### src/rtl/uart_pkg.sv
// Shared UART definitions: transmitter FSM states and common constants.
package uart_pkg;

  typedef enum logic [1:0] {
    IDLE,
    START,
    DATA,
    STOP
  } uart_state_t;

  localparam int UART_DATA_BITS       = 8;
  localparam int UART_DEFAULT_CLK_DIV = 434;

endpackage

### src/rtl/uart_tx_serializer_if.sv
// Byte-load strobes from the transmit controller plus the serial line and status returned to it.
interface uart_tx_serializer_if;
  import uart_pkg::*;

  logic                      ld_tx_data;
  logic [UART_DATA_BITS-1:0] tx_data;
  logic                      tx_enable;
  logic                      tx_out;
  logic                      tx_empty;
  logic                      busy;
  logic                      tx_overrun;

  modport master (
    output ld_tx_data, tx_data, tx_enable,
    input  tx_out, tx_empty, busy, tx_overrun
  );

  modport slave (
    input  ld_tx_data, tx_data, tx_enable,
    output tx_out, tx_empty, busy, tx_overrun
  );

endinterface

### src/rtl/uart_baud_tick.sv
// Bit-period timer: pulses tick on the last cycle of each CLK_DIV-cycle bit, restartable via clear.
module uart_baud_tick
  import uart_pkg::*;
#(
  parameter int CLK_DIV = UART_DEFAULT_CLK_DIV
) (
  input  logic clock,
  input  logic reset,
  input  logic clear,
  output logic tick
);

  localparam logic [15:0] LAST_COUNT = 16'(CLK_DIV - 1);

  logic [15:0] count;

  assign tick = (count == LAST_COUNT);

  // Count through one bit period, wrapping on tick or restarting when the owner clears it.
  always_ff @(posedge clock) begin
    if (reset || clear || tick)
      count <= '0;
    else
      count <= count + 16'd1;
  end

endmodule

### src/rtl/uart_tx_serializer.sv
// 8N1/8N2 UART transmitter with a one-byte holding register and sticky overrun flag.
module uart_tx_serializer
  import uart_pkg::*;
#(
  parameter int CLK_DIV   = UART_DEFAULT_CLK_DIV,
  parameter int STOP_BITS = 1
) (
  input  logic                 clock,
  input  logic                 reset,
  uart_tx_serializer_if.slave  bus
);

  localparam logic STOP_LAST = 1'(STOP_BITS - 1);

  uart_state_t               state;
  uart_state_t               state_next;
  logic [UART_DATA_BITS-1:0] hold;
  logic                      hold_full;
  logic                      overrun;
  logic [UART_DATA_BITS-1:0] shift;
  logic [UART_DATA_BITS-1:0] shift_next;
  logic [2:0]                bit_idx;
  logic [2:0]                bit_idx_next;
  logic                      stop_cnt;
  logic                      stop_cnt_next;
  logic                      tx_out_q;
  logic                      tx_out_next;
  logic                      busy_q;
  logic                      tick;
  logic                      baud_clear;
  logic                      last_stop;
  logic                      transfer;

  // A frame boundary is the final tick of the final stop bit; a new byte may launch from there or from idle.
  assign last_stop  = (state == STOP) && tick && (stop_cnt == STOP_LAST);
  assign transfer   = hold_full && bus.tx_enable && ((state == IDLE) || last_stop);
  // Restart the bit timer on every state entry so each state gets full bit periods.
  assign baud_clear = (state_next != state) || (state == IDLE);

  uart_baud_tick #(
    .CLK_DIV (CLK_DIV)
  ) u_baud_tick (
    .clock (clock),
    .reset (reset),
    .clear (baud_clear),
    .tick  (tick)
  );

  // State register.
  always_ff @(posedge clock) begin
    if (reset)
      state <= IDLE;
    else
      state <= state_next;
  end

  // Next-state logic: walk start, eight data bits and stop bits, chaining frames without a gap.
  always_comb begin
    state_next = state;
    case (state)
      IDLE:    if (transfer) state_next = START;
      START:   if (tick) state_next = DATA;
      DATA:    if (tick && (bit_idx == 3'd7)) state_next = STOP;
      STOP:    if (last_stop) state_next = transfer ? START : IDLE;
      default: state_next = IDLE;
    endcase
  end

  // Output/datapath logic: next shift contents, bit counters and the line level for the coming cycle.
  always_comb begin
    shift_next    = shift;
    bit_idx_next  = bit_idx;
    stop_cnt_next = stop_cnt;
    if (transfer) begin
      shift_next   = hold;
      bit_idx_next = '0;
    end else if ((state == DATA) && tick) begin
      shift_next   = shift >> 1;
      bit_idx_next = bit_idx + 3'd1;
    end
    if (last_stop || (state != STOP))
      stop_cnt_next = 1'b0;
    else if (tick)
      stop_cnt_next = stop_cnt + 1'b1;
    case (state_next)
      START:   tx_out_next = 1'b0;
      DATA:    tx_out_next = shift_next[0];
      default: tx_out_next = 1'b1;
    endcase
  end

  // Register the shifter, counters and line-side outputs so nothing reaches the pins combinationally.
  always_ff @(posedge clock) begin
    if (reset) begin
      shift    <= '0;
      bit_idx  <= '0;
      stop_cnt <= 1'b0;
      tx_out_q <= 1'b1;
      busy_q   <= 1'b0;
    end else begin
      shift    <= shift_next;
      bit_idx  <= bit_idx_next;
      stop_cnt <= stop_cnt_next;
      tx_out_q <= tx_out_next;
      busy_q   <= (state_next != IDLE);
    end
  end

  // Holding register: a load landing on a full register survives only if the old byte leaves that same cycle.
  always_ff @(posedge clock) begin
    if (reset) begin
      hold      <= '0;
      hold_full <= 1'b0;
      overrun   <= 1'b0;
    end else if (bus.ld_tx_data) begin
      if (!hold_full || transfer) begin
        hold      <= bus.tx_data;
        hold_full <= 1'b1;
      end else begin
        overrun <= 1'b1;
      end
    end else if (transfer) begin
      hold_full <= 1'b0;
    end
  end

  assign bus.tx_out     = tx_out_q;
  assign bus.busy       = busy_q;
  assign bus.tx_empty   = !hold_full;
  assign bus.tx_overrun = overrun;

endmodule

### src/flat_wrapper.sv
// flat-port wrapper written by rule: the top's interface ports become plain ports
module uart_tx_serializer_flat import uart_pkg::*;
#(
  parameter int CLK_DIV   = UART_DEFAULT_CLK_DIV,
  parameter int STOP_BITS = 1
)
  (clock, reset, bus_ld_tx_data, bus_tx_data, bus_tx_enable, bus_tx_out, bus_tx_empty, bus_busy, bus_tx_overrun);
  uart_tx_serializer_if bus_i ();
  input  logic clock;
  input  logic reset;
  input wire logic [$bits(bus_i.ld_tx_data)-1:0] bus_ld_tx_data;
  input wire logic [$bits(bus_i.tx_data)-1:0] bus_tx_data;
  input wire logic [$bits(bus_i.tx_enable)-1:0] bus_tx_enable;
  output wire logic [$bits(bus_i.tx_out)-1:0] bus_tx_out;
  output wire logic [$bits(bus_i.tx_empty)-1:0] bus_tx_empty;
  output wire logic [$bits(bus_i.busy)-1:0] bus_busy;
  output wire logic [$bits(bus_i.tx_overrun)-1:0] bus_tx_overrun;
  assign bus_i.ld_tx_data = bus_ld_tx_data;
  assign bus_i.tx_data = bus_tx_data;
  assign bus_i.tx_enable = bus_tx_enable;
  assign bus_tx_out = bus_i.tx_out;
  assign bus_tx_empty = bus_i.tx_empty;
  assign bus_busy = bus_i.busy;
  assign bus_tx_overrun = bus_i.tx_overrun;
  uart_tx_serializer #(.CLK_DIV(CLK_DIV), .STOP_BITS(STOP_BITS)) u_core (.clock(clock), .reset(reset), .bus(bus_i));
endmodule
### config.mk
export PLATFORM = sky130hd
export DESIGN_NAME = uart_tx_serializer_flat
export DESIGN_NICKNAME = d
export VERILOG_FILES = /design/src/rtl/uart_pkg.sv /design/src/rtl/uart_tx_serializer_if.sv /design/src/rtl/uart_baud_tick.sv /design/src/rtl/uart_tx_serializer.sv /design/src/flat_wrapper.sv
export SDC_FILE = /design/constraint.sdc
export NUM_CORES = 1
export LEC_CHECK = 0
export CELL_PAD_IN_SITES_DETAIL_PLACEMENT = 1
export CELL_PAD_IN_SITES_GLOBAL_PLACEMENT = 1
export CORE_MARGIN = 2
export CORE_UTILIZATION = 40
export CTS_CLUSTER_DIAMETER = 50
export DETAILED_ROUTE_END_ITERATION = 16
export MAX_ROUTING_LAYER = met4
export PLACE_DENSITY_LB_ADDON = 0.1
export SETUP_SLACK_MARGIN = 0.15
export SLEW_MARGIN = 20
export SYNTH_ARGS = -nofsm -noshare
export SYNTH_HDL_FRONTEND = slang
export SYNTH_SLANG_ARGS = --single-unit
### constraint.sdc
create_clock -name clock -period 2.2 [get_ports clock]
set_input_delay 0.33 -clock clock [delete_from_list [all_inputs] [get_ports clock]]
set_output_delay 0.33 -clock clock [all_outputs]
set_load 0.02 [all_outputs]
==> reports/qor.yml <==
path_max_fanout: 4
p_leak_nw: 0.826
grt_pass1_wl_um: 6780
cts_tree: "done"
row_count: 25
syn_inst: 199
dieHeight_um: 73.3
rsz0062_at_grt: "no"
gp_congestion: 0.772
tns_ns: 0
period_needed_ns: 1.91
dp_hpwl_um: 2950
initial_core_util: 0.412
routed_wl_um: 4070
hold_viol_final: 0
synth_top_family_by_area: "simple AND/OR/NAND/NOR gates"
synth_area_per_cell_um2: 9.64
mostFrequentLayoutCells: "dfxtp_1 (40), nor2_1 (33), nand2b_1 (16), mux2i_1 (16), clkdlybuf4s50_1 (15)"
setup_viol: 0
tightest_slew_ns: 0.373
vias: 1424
cts_buffers: 5
gr-usage-all-layers: 0.171
report.final.slew_viol_count: 0
mostFrequentLayoutCell: "dfxtp_1"
die-area_mm2: 0.00537
drt_iter0_markers: 60
grt_pass1_vias: 1457
post-route-period-util: 0.869
clk_pin_slew_ns: 0.08
max_freq_mhz: 523
antenna_found_initial: 0
synthSimpleGateAreaFrac: 0.271
syn-num-nets: 215
status: "complete, no violations"
ctsHoldBuffers: 0
arrival_ns: 2.10
synth_seq_area_share: 0.438
hold_path.class: "register to register"
h-tree-depth: 2
power_density_mw_per_mm2: 627
port_buffers: 15
muxShareOfSynthArea: 0.0945
finClkSkew_ns: 0.00756
drive_gt1_frac: 0.166
drc: 0
synthXorXnorAreaFrac: 0.0684
crit_path_start_kind: "register"
critPathKind: "register to register"
area_growth_pct: 20.3
top_level_ports: 16
relSlewSlack: 0.749
synth_compound_area_frac: 0.0737
hold_ws_ns: 0.463
ant_nets: 0
cp-end-kind: "register"
first_pass_iters: 4
max-vdd-ir-drop_v: 0.000317
synth_fa_ha_area_frac: 0.0261
core_mm2: 0.00466
diodes: 0
cts-root-buf: "clkbuf_8"
final_nets: 238
synth-seq-cells: 42
yosysWarningCount: 0
power_mw: 1.45
drt-vias-per-instance: 5.14
grt_max_degree: 23
ys_types: 35
grt-ovfl-total: 0
cp.required_ns: 2.38
die-width_um: 73.3
clkLatencyLatePin_ns: 0.29
maxCapViolCount: 0
numClockSinks: 42
clock_path_buffers: 2
wl_per_cell_um: 14.7
syn_area_mm2: 0.00192
-- final timing paths --
| path | startpoint | end | slack (ns) | cells past startpoint |
|---|---|---|---|---|
| worst max-delay path | u_core.u_baud_tick.count[1]$_SDFF_PP0_ | u_core.bus.tx_out$_SDFF_PP1_ | 0.29 | 8 |
| worst min-delay path | u_core.hold[7]$_SDFFE_PP0P_ | u_core.shift[7]$_SDFFE_PP0P_ | 0.46 | 2 |
| worst min register to register | u_core.hold[7]$_SDFFE_PP0P_ | u_core.shift[7]$_SDFFE_PP0P_ | 0.46 | 2 |
| worst max register to register | u_core.u_baud_tick.count[1]$_SDFF_PP0_ | u_core.bus.tx_out$_SDFF_PP1_ | 0.29 | 8 |
-- where the power goes --
| part | switching [mW] | internal (mW) | leakage, nW |
|---|---|---|---|
| Clock | 0.263 | 0.253 | 0.0482 |
| Combinational | 0.0624 | 0.0705 | 0.435 |
| Sequential | 0.0174 | 0.782 | 0.343 |
| Total | 0.342 | 1.11 | 0.826 |
-- Yosys cell counts --
cell      count  share of area
buf_1         1         0.0020
inv_1         2         0.0039
a21oi_1       6          0.016
buf_6         2          0.012
nand3_2       1         0.0052
nor4_4        1          0.011
nand2b_1     16          0.052
nand2_1       9          0.018
and4_1        3          0.014
nor3_1        5          0.013
o22ai_2       1         0.0065
nor2b_2       1         0.0046
o22ai_1       1         0.0033
xnor2_1       4          0.018
buf_2         2         0.0052
or2_1         1         0.0033
a21o_1        1         0.0039
a211oi_2      6          0.039
nand3_1       7          0.018
nor2b_1       1         0.0033
nand3b_1      2         0.0078
xor2_1       11          0.050
nand4_1       5          0.016
ha_1          4          0.026
mux2_1        1         0.0059
nor3b_2       1         0.0065
o21ai_1       2         0.0052
nor3b_1       1         0.0039
and4_2        1         0.0052
mux2i_1      17          0.089
and3_1        3         0.0098
clkbuf_1      3         0.0059
nor4b_4       1          0.012
dfxtp_1      42           0.44
nor2_1       34          0.066
-- through the flow --
stage | std cells | setup slack, ns | cell area, um2 | utilization
after global placement | 266 | 0.265 | 2130 | 0.458
after detailed placement | 266 | 0.162 | 2130 | 0.458
final | 277 | 0.288 | 2310 | 0.495
after CTS | 274 | 0.156 | 2230 | 0.478
after floorplan | 199 | 0.399 | 1920 | -
after global routing | 277 | 0.151 | 2310 | 0.495
-- worst max-delay path, stage by stage (launching register included) --
cell	delay, ns
dfxtp_4	0.37
inv_2	0.06
ha_4	0.12
nor4b_4	0.22
nand4_1	0.18
nor3b_4	0.26
mux2_4	0.33
mux2i_4	0.18
a21oi_2	0.07
-- per-layer routing --
metal	vias up	wire length, um	GRT usage
met5	-	0	-
met3	9	74	0.0370
li1	724	-	-
met2	11	2120	0.289
met1	680	1800	0.198
met4	0	80	0.0617
-- sequential cells by signal, indices dropped and copies added, names as in the netlist --
signal	count
u_core.bus.busy	1
u_core.bit_idx	3
u_core.state	2
u_core.hold	8
u_core.bus.tx_out	1
u_core.stop_cnt	1
u_core.shift	8
u_core.hold_full	1
u_core.bus.tx_overrun	1
u_core.u_baud_tick.count	16
-- cells by family (layout without fill, tap and decap cells) --
logic type,count (synthesis),count (layout)
AOI/OAI and AO/OA,17,17
xor gates and xnor gates,15,15
adders and majority gates,4,4
buffers and inverters,10,34
DFF,42,42
muxes,18,18
and+or+nand+nor,93,93
-- area by class of cell --
type / instances / area, um2
fill: 538 / 2350
multi-input combinational: 147 / 1060
sequential: 42 / 848
timing repair buffer: 24 / 229
clock buffer: 7 / 86.3
tap: 54 / 67.6
inverter: 2 / 7.51
clock inverter: 1 / 5.00
-- timing repair --
item | in CTS | in global routing
setup endpoints to repair | 1 | 19
cloned | 0 | 0
buffers inserted | 0 | 3
pin swaps | 0 | 5
resized for setup | 1 | 15
Power figures use the tool's default switching activity.
